==> src/rtl/seq_pattern_gen.sv <==
// seq_pattern_gen: serial pattern transmitter.
// Sends a latched PAT_W-bit pattern MSB first, repeat_n times, with gap idle
// cycles between repeats. A start/busy/done handshake frames each request.
// Ports:
//   clk        - clock, all logic on the rising edge
//   reset      - synchronous active-low reset
//   start      - request, sampled only while idle
//   pattern    - bits to send, MSB first
//   repeat_n   - number of repetitions (0 = send nothing, just done)
//   gap        - idle cycles between repeats
//   bit_out    - serial data, 0 whenever bit_valid is low
//   bit_valid  - high while bit_out carries a pattern bit
//   busy       - high while shifting or in a gap
//   done       - one-cycle pulse at the end of a request
//   sent_count - completed repeats of the current or last request
module seq_pattern_gen #(
  parameter int unsigned PAT_W = 8,
  parameter int unsigned CNT_W = 4,
  parameter int unsigned GAP_W = 4
) (
  input  logic             clk,
  input  logic             reset,
  input  logic             start,
  input  logic [PAT_W-1:0] pattern,
  input  logic [CNT_W-1:0] repeat_n,
  input  logic [GAP_W-1:0] gap,
  output logic             bit_out,
  output logic             bit_valid,
  output logic             busy,
  output logic             done,
  output logic [CNT_W-1:0] sent_count
);

  localparam int unsigned BIT_W = (PAT_W > 1) ? $clog2(PAT_W) : 1;

  localparam logic [1:0] ST_IDLE  = 2'd0;
  localparam logic [1:0] ST_SHIFT = 2'd1;
  localparam logic [1:0] ST_GAP   = 2'd2;
  localparam logic [1:0] ST_DONE  = 2'd3;

  logic [1:0]       state_q,     state_d;
  logic [PAT_W-1:0] shift_q,     shift_d;
  logic [PAT_W-1:0] pat_q,       pat_d;
  logic [CNT_W-1:0] rep_q,       rep_d;
  logic [GAP_W-1:0] gap_lat_q,   gap_lat_d;
  logic [BIT_W-1:0] bit_cnt_q,   bit_cnt_d;
  logic [GAP_W-1:0] gap_cnt_q,   gap_cnt_d;
  logic [CNT_W-1:0] sent_q,      sent_d;
  logic             bit_out_q,   bit_out_d;
  logic             bit_valid_q, bit_valid_d;
  logic             busy_q,      busy_d;
  logic             done_q,      done_d;

  logic [CNT_W-1:0] sent_inc;

  assign sent_inc = sent_q + CNT_W'(1);

  // Next-state logic; output flops are loaded from the next state so that
  // every output reflects the state of the cycle it is visible in.
  always_comb begin
    state_d   = state_q;
    shift_d   = shift_q;
    pat_d     = pat_q;
    rep_d     = rep_q;
    gap_lat_d = gap_lat_q;
    bit_cnt_d = bit_cnt_q;
    gap_cnt_d = gap_cnt_q;
    sent_d    = sent_q;

    case (state_q)
      ST_IDLE: begin
        if (start) begin
          pat_d     = pattern;
          rep_d     = repeat_n;
          gap_lat_d = gap;
          sent_d    = '0;
          bit_cnt_d = '0;
          gap_cnt_d = '0;
          shift_d   = pattern;
          state_d   = (repeat_n != '0) ? ST_SHIFT : ST_DONE;
        end
      end

      ST_SHIFT: begin
        shift_d   = {shift_q[PAT_W-2:0], 1'b0};
        bit_cnt_d = bit_cnt_q + BIT_W'(1);
        if (bit_cnt_q == BIT_W'(PAT_W - 1)) begin
          bit_cnt_d = '0;
          sent_d    = sent_inc;
          if (sent_inc == rep_q) begin
            state_d = ST_DONE;
          end else if (gap_lat_q == '0) begin
            // back-to-back repeat, no bubble
            shift_d = pat_q;
          end else begin
            gap_cnt_d = '0;
            state_d   = ST_GAP;
          end
        end
      end

      ST_GAP: begin
        gap_cnt_d = gap_cnt_q + GAP_W'(1);
        if (gap_cnt_q == gap_lat_q - GAP_W'(1)) begin
          gap_cnt_d = '0;
          shift_d   = pat_q;
          state_d   = ST_SHIFT;
        end
      end

      default: begin
        state_d = ST_IDLE;
      end
    endcase

    bit_valid_d = (state_d == ST_SHIFT);
    bit_out_d   = bit_valid_d & shift_d[PAT_W-1];
    busy_d      = (state_d == ST_SHIFT) || (state_d == ST_GAP);
    done_d      = (state_d == ST_DONE);
  end

  // State and output registers with synchronous active-low reset.
  always_ff @(posedge clk) begin
    if (!reset) begin
      state_q     <= ST_IDLE;
      shift_q     <= '0;
      pat_q       <= '0;
      rep_q       <= '0;
      gap_lat_q   <= '0;
      bit_cnt_q   <= '0;
      gap_cnt_q   <= '0;
      sent_q      <= '0;
      bit_out_q   <= 1'b0;
      bit_valid_q <= 1'b0;
      busy_q      <= 1'b0;
      done_q      <= 1'b0;
    end else begin
      state_q     <= state_d;
      shift_q     <= shift_d;
      pat_q       <= pat_d;
      rep_q       <= rep_d;
      gap_lat_q   <= gap_lat_d;
      bit_cnt_q   <= bit_cnt_d;
      gap_cnt_q   <= gap_cnt_d;
      sent_q      <= sent_d;
      bit_out_q   <= bit_out_d;
      bit_valid_q <= bit_valid_d;
      busy_q      <= busy_d;
      done_q      <= done_d;
    end
  end

  assign bit_out    = bit_out_q;
  assign bit_valid  = bit_valid_q;
  assign busy       = busy_q;
  assign done       = done_q;
  assign sent_count = sent_q;

endmodule

==> config.mk <==
export PLATFORM = sky130hd
export DESIGN_NAME = seq_pattern_gen
export DESIGN_NICKNAME = d
export VERILOG_FILES = /design/src/rtl/seq_pattern_gen.sv
export SDC_FILE = /design/constraint.sdc
export NUM_CORES = 1
export LEC_CHECK = 0
export CAP_MARGIN = 20
export CORE_MARGIN = 1
export CORE_UTILIZATION = 45
export DETAILED_ROUTE_END_ITERATION = 10
export GPL_TIMING_DRIVEN = 1
export PLACE_DENSITY_LB_ADDON = 0.2
export SYNTH_ARGS = -nofsm -noshare
export SYNTH_HDL_FRONTEND = slang
export SYNTH_SLANG_ARGS = --single-unit
==> constraint.sdc <==
create_clock -name clk -period 1.9 [get_ports clk]
set_clock_uncertainty 0.05 [all_clocks]
set_input_delay 0.19 -clock clk [delete_from_list [all_inputs] [get_ports clk]]
set_output_delay 0.19 -clock clk [all_outputs]
set_load 0.005 [all_outputs]
# Word level (Yosys, flattened, before mapping)
# Index checks and enable logic that the tools add are counted.
[totals] regBits=41 in_bits=19 output_inout_bits=8
[classes] add_sub_neg=4 eq_ne=13 muxes=24 n_bitwise=1 reduce_logical=11
[ops] cell="8-bit two-way mux" n=5
[ops] cell="4-bit two-way mux" n=6
[ops] cell="8-bit case mux with 3 select lines" n=1
[ops] cell="2-bit two-way mux" n=6
[ops] cell="4-bit case mux with 3 select lines" n=1
[ops] cell="2-bit != test (second input constant)" n=5
[ops] cell="4-bit by 1-bit adder with 4-bit output (second input constant)" n=2
[ops] cell="4-bit == test" n=2
[ops] cell="4-bit case mux with 2 select lines" n=1
[ops] cell="2-bit == test (second input constant)" n=3
[ops] cell="3-bit two-way mux" n=2
[ops] cell="2-bit case mux with 3 select lines" n=1
[ops] cell="3-bit case mux with 2 select lines" n=1
[ops] cell="3-bit AND reduction" n=2
[ops] cell="5-bit AND reduction" n=1
[ops] cell="2-bit by 1-bit == test with 1-bit output (second input constant)" n=2
[ops] cell="4-bit zero test" n=1
[ops] cell="2-bit AND reduction" n=2
[ops] cell="4-bit nonzero test" n=1
[ops] cell="4-bit by 1-bit subtractor with 4-bit output (second input constant)" n=1
[ops] cell="3-bit by 1-bit adder with 3-bit output (second input constant)" n=1
[ops] cell="3-bit == test (second input constant)" n=1
[ops] cell="3-bit nonzero test" n=1
[ops] cell="2-bit zero test" n=1
[ops] cell="3 further kinds" n=3

# Longest topological paths before layout
# Gate-level depths: netlist of the first run.
[depth] depth_word=7 ltp_mapped=11 mapped_depth_nobuf=10

# Worst setup path before layout of the first run
# OpenSTA, ideal clock, no wires.
[synth_timing] path_type="reg-to-reg" startpoint="reg sent_q[0], in the netlist sent_count[0]" endpoint="reg bit_out_q, in the netlist bit_out" t_arrival_ns=1.964 required_time_ns=1.735 setup_slack_ns=-0.229 path_stages_with_launch=10 synth_period_minus_slack_ns=2.129 path_cell_list="dfxtp_1 > ha_1 > xor2_1 > xnor2_1 > nand3_1 > a21oi_1 > or3_1 > ha_1 > and2_1 > and2_1"
[synth_between] elab_chain_len=7
[synth_rtl] item="from (decl)" line_no="48" source="logic [CNT_W-1:0] sent_q, sent_d;"
[synth_rtl] item="from (signal assigned)" line_no="145" source="sent_q <= sent_d;"
[synth_rtl] item="4-bit by 1-bit adder with 4-bit output" line_no="56" source="assign sent_inc = sent_q + CNT_W'(1);"
[synth_rtl] item="4-bit == test" line_no="90" source="if (sent_inc == rep_q) begin"
[synth_rtl] item="2-bit two-way mux" line_no="90"
[synth_rtl] item="2-bit two-way mux" line_no="87" source="if (bit_cnt_q == BIT_W'(PAT_W - 1)) begin"
[synth_rtl] item="2-bit case mux with 3 select lines" line_no="70" source="case (state_q)"
[synth_rtl] item="net state_d[0]" line_no="41" source="logic [1:0] state_q, state_d;"
[synth_rtl] item="2-bit by 1-bit == test with 1-bit output" line_no="116" source="bit_valid_d = (state_d == ST_SHIFT);"
[synth_rtl] item="net bit_valid_d" line_no="50" source="logic bit_valid_q, bit_valid_d;"
[synth_rtl] item="1-bit bitwise AND" line_no="117" source="bit_out_d = bit_valid_d & shift_d[PAT_W-1];"
[synth_rtl] item="to (signal assigned)" line_no="146" source="bit_out_q <= bit_out_d;"
[synth_rtl] item="to (decl)" line_no="49" source="logic bit_out_q, bit_out_d;"
# The timed path passes the listed nets, and every way through them passes these cells.
# A chain may end at the register's enable or synchronous reset.

# Worst setup path in the final report of the first run
[layout_timing] startpoint="reg sent_q[1], in the netlist sent_count[1]" endpoint="reg done_q, in the netlist done"
[layout_between] elab_chain_len=6
[layout_rtl] item="4-bit by 1-bit adder with 4-bit output" line_no="56"
[layout_rtl] item="4-bit == test" line_no="90"
[layout_rtl] item="2-bit two-way mux" line_no="90"
[layout_rtl] item="2-bit two-way mux" line_no="87"
[layout_rtl] item="2-bit case mux with 3 select lines" line_no="70"
[layout_rtl] item="net state_d[0]" line_no="41"
[layout_rtl] item="2-bit == test" line_no="119" source="done_d = (state_d == ST_DONE);"
[layout_rtl] item="net done_d" line_no="52" source="logic done_q, done_d;"
[layout_rtl] item="to (signal assigned)" line_no="149" source="done_q <= done_d;"
[layout_rtl] item="to (decl)" line_no="52"
# The timed path passes the listed nets, and every way through them passes these cells.

==> impl_metrics.env, run 1 <==
export IMPL_status="complete, but fails checks"
export IMPL_violations="setup timing"
export IMPL_dpl_hpwl_um=3401
export IMPL_die_area_mm2=0.004716
export IMPL_cp_end_kind="flop"
export IMPL_drive_above_1_share_pct=27.34
export IMPL_seqCellArea_um2=829.5
export IMPL_dp_slack_ps=-172.0
export IMPL_ir_drop_v=0.0004819
export IMPL_initial_core_util_pct=48.28
export IMPL_p_leak_nw=1.170
export IMPL_clkTransAtPathRegs_ps=80
export IMPL_antenna_found_initial=0
export IMPL_worstSetupPathType="flop to flop"
export IMPL_synth_ff_type="dfxtp_1"
export IMPL_hold_slack_ps=382.4
export IMPL_rows=23
export IMPL_final_core_util_pct=69.66
export IMPL_multi_input_area_mm2=0.001289
export IMPL_port_buffers=26
export IMPL_hold_depth=3
export IMPL_drcViolationCount=0
export IMPL_area_delta_synth_final_pct=44.28
export IMPL_grt_pass1_wl_um=8383
export IMPL_max_clock_freq_mhz=483.2
export IMPL_root_buffer="clkbuf_8"
export IMPL_rr_endpoint="done"
export IMPL_min_period_ps=2069
export IMPL_clk_latency_ps=300
export IMPL_netlist_top_cell_by_area="dfxtp_1"
export IMPL_post_route_period_util_pct=108.9
export IMPL_async_flop_share_pct=0
export IMPL_rsz0062_at_grt="yes"
export IMPL_worst_hold_path_endpoint="gap_lat_q[2]"
export IMPL_rr_worst_depth=9
export IMPL_hold_viol_final=0
export IMPL_grt_overflow=0
export IMPL_synthTopCellsByCount="41 x dfxtp_1, 41 x nand2_1, 26 x a21oi_1, 12 x nor2_1"
export IMPL_routed_wl_um=5136
export IMPL_min_delay_start="gap[2]"
export IMPL_synth_edff_count=0
export IMPL_slew_limit_headroom_pct=74.73
export IMPL_hold_buffers=0
export IMPL_worst_pin_slew_ps=375.6
export IMPL_synthCells=228
export IMPL_fin_ws_ps=-169.3
export IMPL_clock_path_buffers=2
export IMPL_synth_cell_types=41
export IMPL_nFillCells=327
export IMPL_syn_nets=255
export IMPL_final_setup_tns_ps=-466.2
export IMPL_synthTopCellsByArea="dfxtp_1 41%, nand2_1 7.7%, a21oi_1 6.5%, ha_1 5.0%, mux2i_1 3.5%"
export IMPL_ys_seq_elements=41
export IMPL_rrSetupSlack_ps=-170
export IMPL_first_global_vias=1803
export IMPL_drtIter0Drc=73
export IMPL_syn_cell_area_mm2=0.002001
export IMPL_hp_class="input pin to flop"
export IMPL_crit_fanout=3
export IMPL_cp_required_ps=2050
export IMPL_top_level_ports=27
export IMPL_gp_congestion=0.8010
export IMPL_grt_total_usage_pct=24.84
export IMPL_dieHeight_um=68.68
export IMPL_yosys_warnings=0
export IMPL_dr_total_vias=1838
export IMPL_cts_buffers=5
export IMPL_htree_levels=2
export IMPL_setup_viol=9
export IMPL_coreArea_mm2=0.004144
export IMPL_clock_sinks=41
export IMPL_synth_top_cell_area_share_pct=41.03
export IMPL_fin_nets=315
export IMPL_crit_arrival_ps=2210
export IMPL_maxSlewViolCount=0
export IMPL_cts_tree="yes"
export IMPL_die_w_um=68.68
export IMPL_maxCapViolCount=0
export IMPL_first_pass_iters=4
export IMPL_timing_rr_start="sent_count[1]"
export IMPL_diodes=0
export IMPL_avgViaCountPerCell=5.422
export IMPL_syn_avg_cell_area_um2=8.775
export IMPL_p_per_area_mw_per_mm2=713.9
export IMPL_detail_route_antenna_nets=0
export IMPL_seq_area_frac_synth_pct=41.03
export IMPL_grt_max_degree=16
export IMPL_start_kind="flop"
export IMPL_wl_per_cell_um=15.15
[worst max-delay path by stage]
stage                       start  endpoint  depth (start not counted)
finish              sent_count[1]      done                          9
global route        sent_count[1]   bit_out                         10
CTS                  gap_lat_q[0]   bit_out                         10
detailed placement   gap_lat_q[1]   bit_out                         10
global placement    sent_count[0]   bit_out                         10
floorplan           sent_count[0]   bit_out                         10
[cells in the final DEF (no fill, tap or decap), drive strengths merged, types with 2 or more instances in the layout]
cell type / Yosys / final
o211ai: 6 / 6
dfxtp: 41 / 41
mux2i: 7 / 7
a21oi: 26 / 26
nor2b: 2 / 2
and2: 8 / 8
inv: 3 / 3
nand2b: 3 / 3
or3: 4 / 4
nand3: 6 / 6
clkdlybuf4s50: 0 / 26
clkbuf: 7 / 7
nor3: 4 / 4
a21boi: 6 / 6
xnor2: 6 / 6
o21ai: 6 / 6
nor2: 13 / 13
nand2: 41 / 41
o211a: 6 / 6
xor2: 4 / 4
a311oi: 2 / 2
a31oi: 3 / 3
buf: 2 / 36
ha: 8 / 8
and3: 3 / 3
[stage by stage]
step / power [mW] / cell area (um^2) / instances
finish: 2.061 / 2887 / 339
global route: 2.160 / 2887 / 339
CTS: 2.054 / 2798 / 338
detailed placement: 1.292 / 2610 / 328
global placement: 1.281 / 2610 / 328
floorplan: 1.139 / 2051 / 228
[worst max-delay path: stages, from the launching register on]
cell     delay (ps)
dfxtp_2         350
ha_4            290
xor2_2          140
nor2_2           60
nand3_2         120
a21oi_2          80
or3_4           410
buf_6           130
ha_1            170
and2_1          160
[report_power, final]
| part | leakage, nW | total (mW) | internal, mW | switching (mW) |
|---|---|---|---|---|
| Sequential | 0.338 | 0.943 | 0.907 | 0.0354 |
| Clock | 0.0585 | 0.732 | 0.428 | 0.304 |
| Combinational | 0.774 | 0.386 | 0.203 | 0.183 |
| Total | 1.17 | 2.06 | 1.54 | 0.522 |
[flip-flops by register name, indices dropped and copies added (netlist names)]
name and count:
bit_cnt_q 3, bit_out 1, bit_valid 1, busy 1, done 1, gap_cnt_q 4, gap_lat_q 4, pat_q 8
rep_q 4, sent_count 4, shift_q 8, state_q 2
[routing by layer]
layer,GRT usage (%),vias up,share of wire [%]
li1,-,918,-
met2,41.67,42,50
met3,5.757,11,3.7
met5,0,-,0
met1,30.35,867,45
met4,10.16,0,2.0
[cell families (layout without fill, tap and decap cells)]
logic type	count (synthesis)	count (layout)	share of synthesized area [%]
compound gates	61	61	20.89
buf+inv	13	74	3.189
fa+ha+maj	8	8	5.003
simple gates	87	87	20.89
mux	7	7	3.502
flops	41	41	41.03
xor+xnor	11	11	5.503
[timing repair]
| action | 4_1_cts | 5_1_grt |
|---|---|---|
| gates resized for setup | 9 | 26 |
| pin swaps | 10 | 20 |
| endpoints found under the setup margin | 13 | 15 |
| gates cloned | 1 | 0 |
| setup buffers | 1 | 4 |
[final cells by class]
| class | count | share of cell area, % |
|---|---|---|
| Multi-Input combinational cell | 174 | 44.65 |
| Inverter | 4 | 0.5202 |
| Tap cell | 50 | 2.167 |
| Timing Repair Buffer | 62 | 19.90 |
| Clock buffer | 7 | 2.991 |
| Clock inverter | 1 | 1.040 |
| Sequential cell | 41 | 28.74 |
Note: power is estimated with default switching activity, not from simulation.
==> inputs of run 2 (changes only) <==
--- a/config.mk
+++ b/config.mk
@@ -5,9 +5,9 @@
 export SDC_FILE = /design/constraint.sdc
 export NUM_CORES = 1
 export LEC_CHECK = 0
-export CAP_MARGIN = 20
 export CORE_MARGIN = 1
 export CORE_UTILIZATION = 45
+export CTS_CLUSTER_SIZE = 24
 export DETAILED_ROUTE_END_ITERATION = 10
 export GPL_TIMING_DRIVEN = 1
 export PLACE_DENSITY_LB_ADDON = 0.2
==> results of run 2 <==
No change in the layout: final DEF, timing and power equal those of run 1.
==> RTL change (settings of run 2) <==
Change the parameter `CNT_W` from 4 to 3.
--- a/src/rtl/seq_pattern_gen.sv
+++ b/src/rtl/seq_pattern_gen.sv
@@ -17,3 +17,3 @@
   parameter int unsigned PAT_W = 8,
-  parameter int unsigned CNT_W = 4,
+  parameter int unsigned CNT_W = 3,
   parameter int unsigned GAP_W = 4
Interface: changed (resized repeat_n and sent_count); port bits go from 27 to 25. The function was not compared with the original's and may differ.
==> RTL change against run 2 <==
The flow still finishes with violations (setup timing). Core utilization down 2.7 points. Wire length down 16%. Final cell count is 5.9% lower. Synthesized cell count decreased by 7.9%. Setup slack improved by 0.12 ns. Final area shrank 5.2%. Synthesized area shrank 2.8%. First-iteration DRC count down 21%. Sequential cell count decreased by 2. Sequential share of layout area decreased by 0.056 points. Power down 2.2%. Critical path type unchanged. Largest cell class unchanged. Largest power group unchanged. Highest routed layer unchanged.
==> RTL change: results (changes against run 2) <==
Outcome = finished with violations
Failing checks = setup timing
Rel. slew slack = 77.1% (+2.4 points)
WP depth = 9 (unchanged)
Arr. time, crit path = 2.13 ns (-0.08 ns)
Routing usage on met3 = 5.24% (-0.52 points)
Combinational Power Share = 19.0% (+0.3 points)
Metal1 wirelength = 2100 um (-8.2%)
Met2 Wirelength = 2050 um (-20%)
Layout Cells excl Fill = 319 (-5.9%)
HPWL Detailed = 3050 um (-10%)
Worst-Skew Late Latency = 0.29 ns
Slowest CP cell = dfxtp_2
DR iter-0 viols = 58 (-21%)
FFs w/ async S/R, synth = 0% (unchanged)
First-pass GRT wire length = 6900 um (-18%)
Via-per-instance ratio = 5.32 (-1.9%)
Post-CTS setup buffer count = 2 (+1)
Regs by FF count = pat_q (8), shift_q (8)
Placed inst area = 2490 um^2 (-4.7%)
Nets@finish = 294 (-6.7%)
End of the critical path = bit_out
Post-synthesis sequential area ratio = 40.1% (-0.90 points)
Worst path max stage delay = 0.34 ns (-0.07 ns)
Routed wl met3 = 138 um (-28%)
Hold WS = 0.388 ns (+0.00603 ns)
Total Routed Length = 4310 um (-16%)
Critical path launch point = gap_lat_q[0]
Commonest cells in the netlist = 39 x dfxtp_1, 35 x nand2_1, 22 x a21boi_0, 10 x nor2b_1, 9 x a22oi_1
CTS Buffer Depth = 2 (unchanged)
GPL Wtd Cong = 0.759 (-5.3%)
Final core utilization = 66.9% (-2.7 points)
Lkg Pwr = 1.08 nW (-7.7%)
Cell total after placement = 307 (-6.4%)
Mapped Cells = 210 (-7.9%)
FF-to-FF setup slack = -0.05 ns (+0.12 ns)
Setup slack after placement = -0.129 ns (+0.0430 ns)
Layout cells sized above 1 = 26.8% (-0.57 points)
Internal cell power = 1.51 mW (-2.1%)
CTS resizes = 12 (+3)
Syn_nets = 236 (-7.5%)
Accumulated negative setup slack = -0.0835 ns (+0.383 ns)
Critical path's top delay family = compound AO/OA/AOI/OAI gates
# fillers = 343 (+4.9%)
I/O Buffers = 24 (-7.7%)
Worst vdd ir = 0.461 mV (-4.4%)
Net Sw Frac = 25.3% (-0.090 points)
Gr usage total = 20.7% (-4.1 points)
Pin count of the biggest net entering global routing = 41 (+25)
Final setup fails = 2 (-7)
GRT met2 Usage = 31.3% (-10 points)
Synth area leaders = dfxtp_1 40%, a21boi_0 8.5%, nand2_1 6.8%
Final WS setup = -0.0468 ns (+0.123 ns)
Vias in the first global route = 1469 (-19%)
RR Endpoint = bit_out
Met1 global-route usage = 27.9% (-2.4 points)
==> RTL change: cell types whose count changed in the layout (fill, tap and decap cells not counted), moves of 5 or more <==
cell | before | now
o211ai_1 | 6 | 0
nor2b_1 | 2 | 10
nor2_1 | 10 | 5
a21oi_1 | 24 | 2
a21boi_0 | 3 | 22
nand2_1 | 41 | 35
a22oi_1 | 1 | 9
a31oi_1 | 1 | 8
o211a_1 | 6 | 0
==> RTL change: layout make-up <==
class | instances | area share, %
Multi-Input combinational cell | 158 | 44.1
Sequential cell | 39 | 28.7
Timing Repair Buffer | 60 | 19.9
Clock buffer | 6 | 3.02
Tap cell | 50 | 2.29
Clock inverter | 2 | 1.42
Inverter | 4 | 0.549
==> RTL change: kinds of logic after synthesis <==
kind of cell / share of synthesized area [%]
AOI/OAI and AO/OA: 23.9
xor gates and xnor gates: 5.79
adders and majority gates: 5.14
buffers and inverters: 3.02
DFF: 40.1
muxes: 2.06
and+or+nand+nor: 20.0
